[config.mk]
export PLATFORM = sky130hd
export DESIGN_NAME = axi_lite_master
export DESIGN_NICKNAME = d
export VERILOG_FILES = /design/src/rtl/axi_lite_master.sv
export SDC_FILE = /design/constraint.sdc
export NUM_CORES = 1
export LEC_CHECK = 0
export ABC_AREA = 1
export CAP_MARGIN = 20
export CORE_AREA = 4 4 120 122
export DETAILED_ROUTE_END_ITERATION = 12
export DIE_AREA = 0 0 124 126
export PLACE_DENSITY = 0.61
export SYNTH_ARGS = -nofsm -noshare
export SYNTH_HDL_FRONTEND = slang
export SYNTH_SLANG_ARGS = --single-unit
[constraint.sdc]
create_clock -name axi_clk -period 1.4 [get_ports axi_clk]
set_input_delay 0.28 -clock axi_clk [delete_from_list [all_inputs] [get_ports axi_clk]]
set_output_delay 0.28 -clock axi_clk [all_outputs]
set_load 0.05 [all_outputs]
[src/rtl/axi_lite_master.sv]
// AXI4-Lite initiator: single-outstanding command/response front end
// driving one AXI4-Lite read or write transaction at a time.
//
// Ports:
//   axi_clk, axi_a_rst_n          clock, async active-low reset
//   cmd_valid/cmd_ready           command handshake
//   cmd_we, cmd_addr,
//   cmd_wdata, cmd_wstrb          command payload (wdata/wstrb for writes only)
//   rsp_valid                     one-cycle completion pulse
//   rsp_we, rsp_rdata, rsp_resp   completion payload, held until next completion
//   m_axi_*                       AXI4-Lite master channels AW, W, B, AR, R

module axi_lite_master #(
    parameter int unsigned AXI_DATA_WIDTH = 32,
    parameter int unsigned AXI_ADDR_WIDTH = 4,
    parameter logic [2:0]  PROT           = 3'b000
) (
    input  logic                          axi_clk,
    input  logic                          axi_a_rst_n,

    input  logic                          cmd_valid,
    output logic                          cmd_ready,
    input  logic                          cmd_we,
    input  logic [AXI_ADDR_WIDTH-1:0]     cmd_addr,
    input  logic [AXI_DATA_WIDTH-1:0]     cmd_wdata,
    input  logic [AXI_DATA_WIDTH/8-1:0]   cmd_wstrb,

    output logic                          rsp_valid,
    output logic                          rsp_we,
    output logic [AXI_DATA_WIDTH-1:0]     rsp_rdata,
    output logic [1:0]                    rsp_resp,

    output logic [AXI_ADDR_WIDTH-1:0]     m_axi_awaddr,
    output logic [2:0]                    m_axi_awprot,
    output logic                          m_axi_awvalid,
    input  logic                          m_axi_awready,

    output logic [AXI_DATA_WIDTH-1:0]     m_axi_wdata,
    output logic [AXI_DATA_WIDTH/8-1:0]   m_axi_wstrb,
    output logic                          m_axi_wvalid,
    input  logic                          m_axi_wready,

    input  logic [1:0]                    m_axi_bresp,
    input  logic                          m_axi_bvalid,
    output logic                          m_axi_bready,

    output logic [AXI_ADDR_WIDTH-1:0]     m_axi_araddr,
    output logic [2:0]                    m_axi_arprot,
    output logic                          m_axi_arvalid,
    input  logic                          m_axi_arready,

    input  logic [AXI_DATA_WIDTH-1:0]     m_axi_rdata,
    input  logic [1:0]                    m_axi_rresp,
    input  logic                          m_axi_rvalid,
    output logic                          m_axi_rready
);

    localparam int unsigned DW = AXI_DATA_WIDTH;
    localparam int unsigned AW = AXI_ADDR_WIDTH;
    localparam int unsigned SW = AXI_DATA_WIDTH / 8;

    typedef enum logic [2:0] {
        IDLE,
        WR,
        WR_RESP,
        RD_ADDR,
        RD_DATA,
        RESP
    } state_e;

    state_e          state_q, state_d;
    logic            aw_done_q, aw_done_d;
    logic            w_done_q, w_done_d;
    logic [AW-1:0]   addr_q, addr_d;
    logic [DW-1:0]   wdata_q, wdata_d;
    logic [SW-1:0]   wstrb_q, wstrb_d;
    logic            rsp_we_q, rsp_we_d;
    logic [DW-1:0]   rsp_rdata_q, rsp_rdata_d;
    logic [1:0]      rsp_resp_q, rsp_resp_d;

    logic            aw_hs;
    logic            w_hs;

    // Channel controls are decoded from registered state only, so no
    // valid ever depends combinationally on a ready.
    assign cmd_ready     = (state_q == IDLE);
    assign m_axi_awvalid = (state_q == WR) && !aw_done_q;
    assign m_axi_wvalid  = (state_q == WR) && !w_done_q;
    assign m_axi_bready  = (state_q == WR_RESP);
    assign m_axi_arvalid = (state_q == RD_ADDR);
    assign m_axi_rready  = (state_q == RD_DATA);
    assign rsp_valid     = (state_q == RESP);

    assign m_axi_awaddr  = addr_q;
    assign m_axi_araddr  = addr_q;
    assign m_axi_wdata   = wdata_q;
    assign m_axi_wstrb   = wstrb_q;
    assign m_axi_awprot  = PROT;
    assign m_axi_arprot  = PROT;

    assign rsp_we        = rsp_we_q;
    assign rsp_rdata     = rsp_rdata_q;
    assign rsp_resp      = rsp_resp_q;

    assign aw_hs = m_axi_awvalid && m_axi_awready;
    assign w_hs  = m_axi_wvalid && m_axi_wready;

    always_ff @(posedge axi_clk or negedge axi_a_rst_n) begin
        if (!axi_a_rst_n) begin
            state_q     <= IDLE;
            aw_done_q   <= 1'b0;
            w_done_q    <= 1'b0;
            addr_q      <= '0;
            wdata_q     <= '0;
            wstrb_q     <= '0;
            rsp_we_q    <= 1'b0;
            rsp_rdata_q <= '0;
            rsp_resp_q  <= 2'b00;
        end else begin
            state_q     <= state_d;
            aw_done_q   <= aw_done_d;
            w_done_q    <= w_done_d;
            addr_q      <= addr_d;
            wdata_q     <= wdata_d;
            wstrb_q     <= wstrb_d;
            rsp_we_q    <= rsp_we_d;
            rsp_rdata_q <= rsp_rdata_d;
            rsp_resp_q  <= rsp_resp_d;
        end
    end

    always_comb begin
        state_d     = state_q;
        aw_done_d   = aw_done_q;
        w_done_d    = w_done_q;
        addr_d      = addr_q;
        wdata_d     = wdata_q;
        wstrb_d     = wstrb_q;
        rsp_we_d    = rsp_we_q;
        rsp_rdata_d = rsp_rdata_q;
        rsp_resp_d  = rsp_resp_q;

        unique case (state_q)
            IDLE: begin
                if (cmd_valid) begin
                    addr_d    = cmd_addr;
                    wdata_d   = cmd_wdata;
                    wstrb_d   = cmd_wstrb;
                    aw_done_d = 1'b0;
                    w_done_d  = 1'b0;
                    state_d   = cmd_we ? WR : RD_ADDR;
                end
            end

            WR: begin
                // AW and W complete independently, possibly together.
                aw_done_d = aw_done_q || aw_hs;
                w_done_d  = w_done_q || w_hs;
                if (aw_done_d && w_done_d) begin
                    state_d = WR_RESP;
                end
            end

            WR_RESP: begin
                if (m_axi_bvalid) begin
                    rsp_we_d    = 1'b1;
                    rsp_rdata_d = '0;
                    rsp_resp_d  = m_axi_bresp;
                    state_d     = RESP;
                end
            end

            RD_ADDR: begin
                if (m_axi_arready) begin
                    state_d = RD_DATA;
                end
            end

            RD_DATA: begin
                if (m_axi_rvalid) begin
                    rsp_we_d    = 1'b0;
                    rsp_rdata_d = m_axi_rdata;
                    rsp_resp_d  = m_axi_rresp;
                    state_d     = RESP;
                end
            end

            RESP: begin
                state_d = IDLE;
            end

            default: begin
                state_d = IDLE;
            end
        endcase
    end

endmodule

==> metrics.csv <==
stage,metric,value,unit
run_status,outcome,"complete, but fails checks",
run_status,violations,setup timing,
setup_path,cp_data_required_time,1.12,ns
yosys,ys_ff_latch,80,
timing,slew_violations,0,
cts,cts-root-buf,clkbuf_16,
global_routing,grt-ovfl-total,0,
route,final_antenna_net_count,0,
yosys,synth_top_area_frac,0.607,
power_and_ir_drop,p_per_area,2530,mW/mm²
route,wl_met3,1110,µm
layout,area_growth,126,%
route,top_layer,met4,
yosys,synth_compound_area_frac,0.00834,
layout,layout_commonest_cell,nand2_1,
yosys,synth_mux_area_frac,0,
timing,setup_viol,87,
global_routing,grt_pass1_vias,3695,
global_routing,grt_pass1_wl,18900,µm
placed_design,place_hpwl,7960,µm
route,vias_per_cell,4.29,
floorplan,core-area,0.0132,mm²
setup_path,crit_arrival,1.40,ns
yosys,yosys-top-cells-area,"dfrtp_1 (61%), nand2_1 (28%), buf_4 (3.2%), nand3_1 (1.1%), buf_6 (1.0%)",
placed_design,globalplace.congestion,0.709,
timing,clock.fmax,595,MHz
global_routing,grt_usage,0.158,
job,cap_violations,0,
layout,antenna_cells,0,
power_and_ir_drop,power_leakage,3.72,nW
timing,hold_violations,0,
route,wl_per_cell,15.7,µm
cts,clkLatencyLatePin,0.34,ns
layout,layout_common_cells,"nand2_1 (137), buf_12 (96), clkdlybuf4s50_1 (83)",
cts,tritoncts,yes,
global_routing,grt_max_degree,46,
yosys,synthXorXnorAreaFrac,0,
timing,finClkSkew,0.00493,ns
cts,cts.sinks,80,
floorplan,io_pins,177,
floorplan,dieWidth,124,µm
setup_path,setup.worst_path.start_class,flop,
yosys,avgSynthCellArea,8.44,µm²
timing,period_minus_slack,1.68,ns
floorplan,fp.dieH,126,µm
timing,rsz0062_at_grt,true,
route,drt-pass1-iter-count,4,
yosys,yosysWarningCount,0,
floorplan,num_rows,42,
layout,layout.nets,695,
layout,drive_gt1_frac,0.473,
route,drtIter0Drc,116,
yosys,synth_top_family_by_area,simple AND/OR/NAND/NOR gates,
timing,fin_crit_sh,1.20,
global_routing,antenna_found_initial,0,
yosys,synth_fa_ha_area_frac,0,
setup_path,crit_fanout,3,
cts,cts_buffers,9,
route,wirelength_met1,4690,µm
placed_design,place_ws,-0.405,ns
power_and_ir_drop,irDropWorstVdd,1550,µV
route,num_vias,3395,
cts,clk_pin_slew_worst_paths,0.06,ns
route,wirelength,12500,µm
yosys,syn-cell-area,0.00330,mm²
placed_design,port_buffers,170,
yosys,yosysSeqAreaShare,0.607,
route,wl_met2,6410,µm
setup_path,critPathKind,flop to output pin,
timing,tns,-10.79,ns
cts,htreeDepth,3,
floorplan,initial_core_util,0.250,
layout,fill_cells,1101,
yosys,synth_simple_gate_area_frac,0.315,
yosys,yosysTopAreaCell,dfrtp_1,
yosys,synth_cell_types,19,
yosys,syn_inst,391,
floorplan,dieArea,0.0156,mm²
worst_hold_path,hold_class,input pin to asynchronous set/reset pin,
setup_path,crit_path_end_kind,output pin,
timing,setup_slack,-0.281,ns
cts,clk_path_buf_depth,2,
route,drcViolationCount,0,
==> final cells by class <==
class	count	area (µm²)	share of cell area
Multi-Input combinational cell	277	1600	0.215
Inverter	15	98.8	0.0133
Timing Repair Buffer	222	3160	0.424
Clock buffer	13	260	0.0349
Clock inverter	3	40.0	0.00537
Timing Repair inverter	5	70.1	0.00940
Tap cell	176	220	0.0295
Sequential cell	80	2000	0.269
==> sequential cells by signal, summed over array words and instances, names as in the netlist <==
register / cells
aw_done_q: 1
m_axi_araddr: 4
m_axi_wdata: 32
m_axi_wstrb: 4
rsp_rdata: 32
rsp_resp: 2
rsp_we: 1
state_q: 3
w_done_q: 1
==> Yosys cell counts (all sizes together) <==
cell	number
a21oi	4
and2	1
buf	22
clkbuf	2
conb	1
dfrtp	80
inv	15
nand2	244
nand3	8
nand3b	2
nand4	1
nor2	10
o21a	1
==> repair_timing <==
| action | 4_1_cts | 5_1_grt |
|---|---|---|
| pin swaps | 31 | 38 |
| cloned | 12 | 0 |
| buffers inserted | 23 | 5 |
| hold buffers | 1 | 0 |
| gates resized for setup | 93 | 106 |
| endpoints found under the hold margin | 17 | 0 |
| endpoints found under the setup margin | 78 | 87 |
==> power breakdown <==
| part | internal, mW | switching (mW) |
|---|---|---|
| sequential | 3.23 | 1.09 |
| combinational | 5.73 | 6.44 |
| clock | 1.47 | 0.896 |
==> critical path, stage by stage (launching register included) <==
cell and delay (ns):
dfrtp_1 0.43, nor2_4 0.16, inv_4 0.06, nor2_4 0.10
inv_2 0.07, nor2_4 0.10, buf_12 0.14
==> cells by family (layout without fill, tap and decap cells) <==
group           after synthesis  count (layout)
other cells                   1               6
flops                        80              80
simple gates                266             266
compound gates                5               5
buf+inv                      39             258
==> per-stage QoR <==
| step | hold slack (ns) | total power [mW] | std cells | util | instance area (µm²) |
|---|---|---|---|---|---|
| after CTS | 0.380 | 18.7 | 791 | 0.545 | 7190 |
| final | 0.395 | 18.9 | 791 | 0.565 | 7460 |
| after detailed placement | 0.182 | 14.6 | 739 | 0.470 | 6200 |
| after global routing | 0.399 | 19.7 | 791 | 0.565 | 7460 |
| after global placement | 0.178 | 14.4 | 739 | 0.470 | 6200 |
| after floorplan | -0.0156 | 9.25 | 396 | - | 3430 |
==> final timing paths <==
kind	from	to	slack, ns	depth (start not counted)
setup / recovery	state_q[1]	m_axi_awvalid	-0.28	6
hold / removal	axi_a_rst_n	rsp_rdata[17]	0.39	2
setup reg to reg	state_q[1]	rsp_rdata[31]	-0.20	10
hold reg to reg	rsp_rdata[24]	rsp_rdata[24]	0.54	2
max in group asynchronous	axi_a_rst_n	state_q[2]	0.47	3
min in group axi_clk	m_axi_rdata[24]	rsp_rdata[24]	0.49	3
==> metal layers <==
layer / vias up / global-route usage
li1: 1608 / -
met1: 1629 / 0.175
met2: 138 / 0.275
met3: 20 / 0.0534
met4: 0 / 0.0619
met5: - / 0
Note: power is estimated with default switching activity, not from simulation.
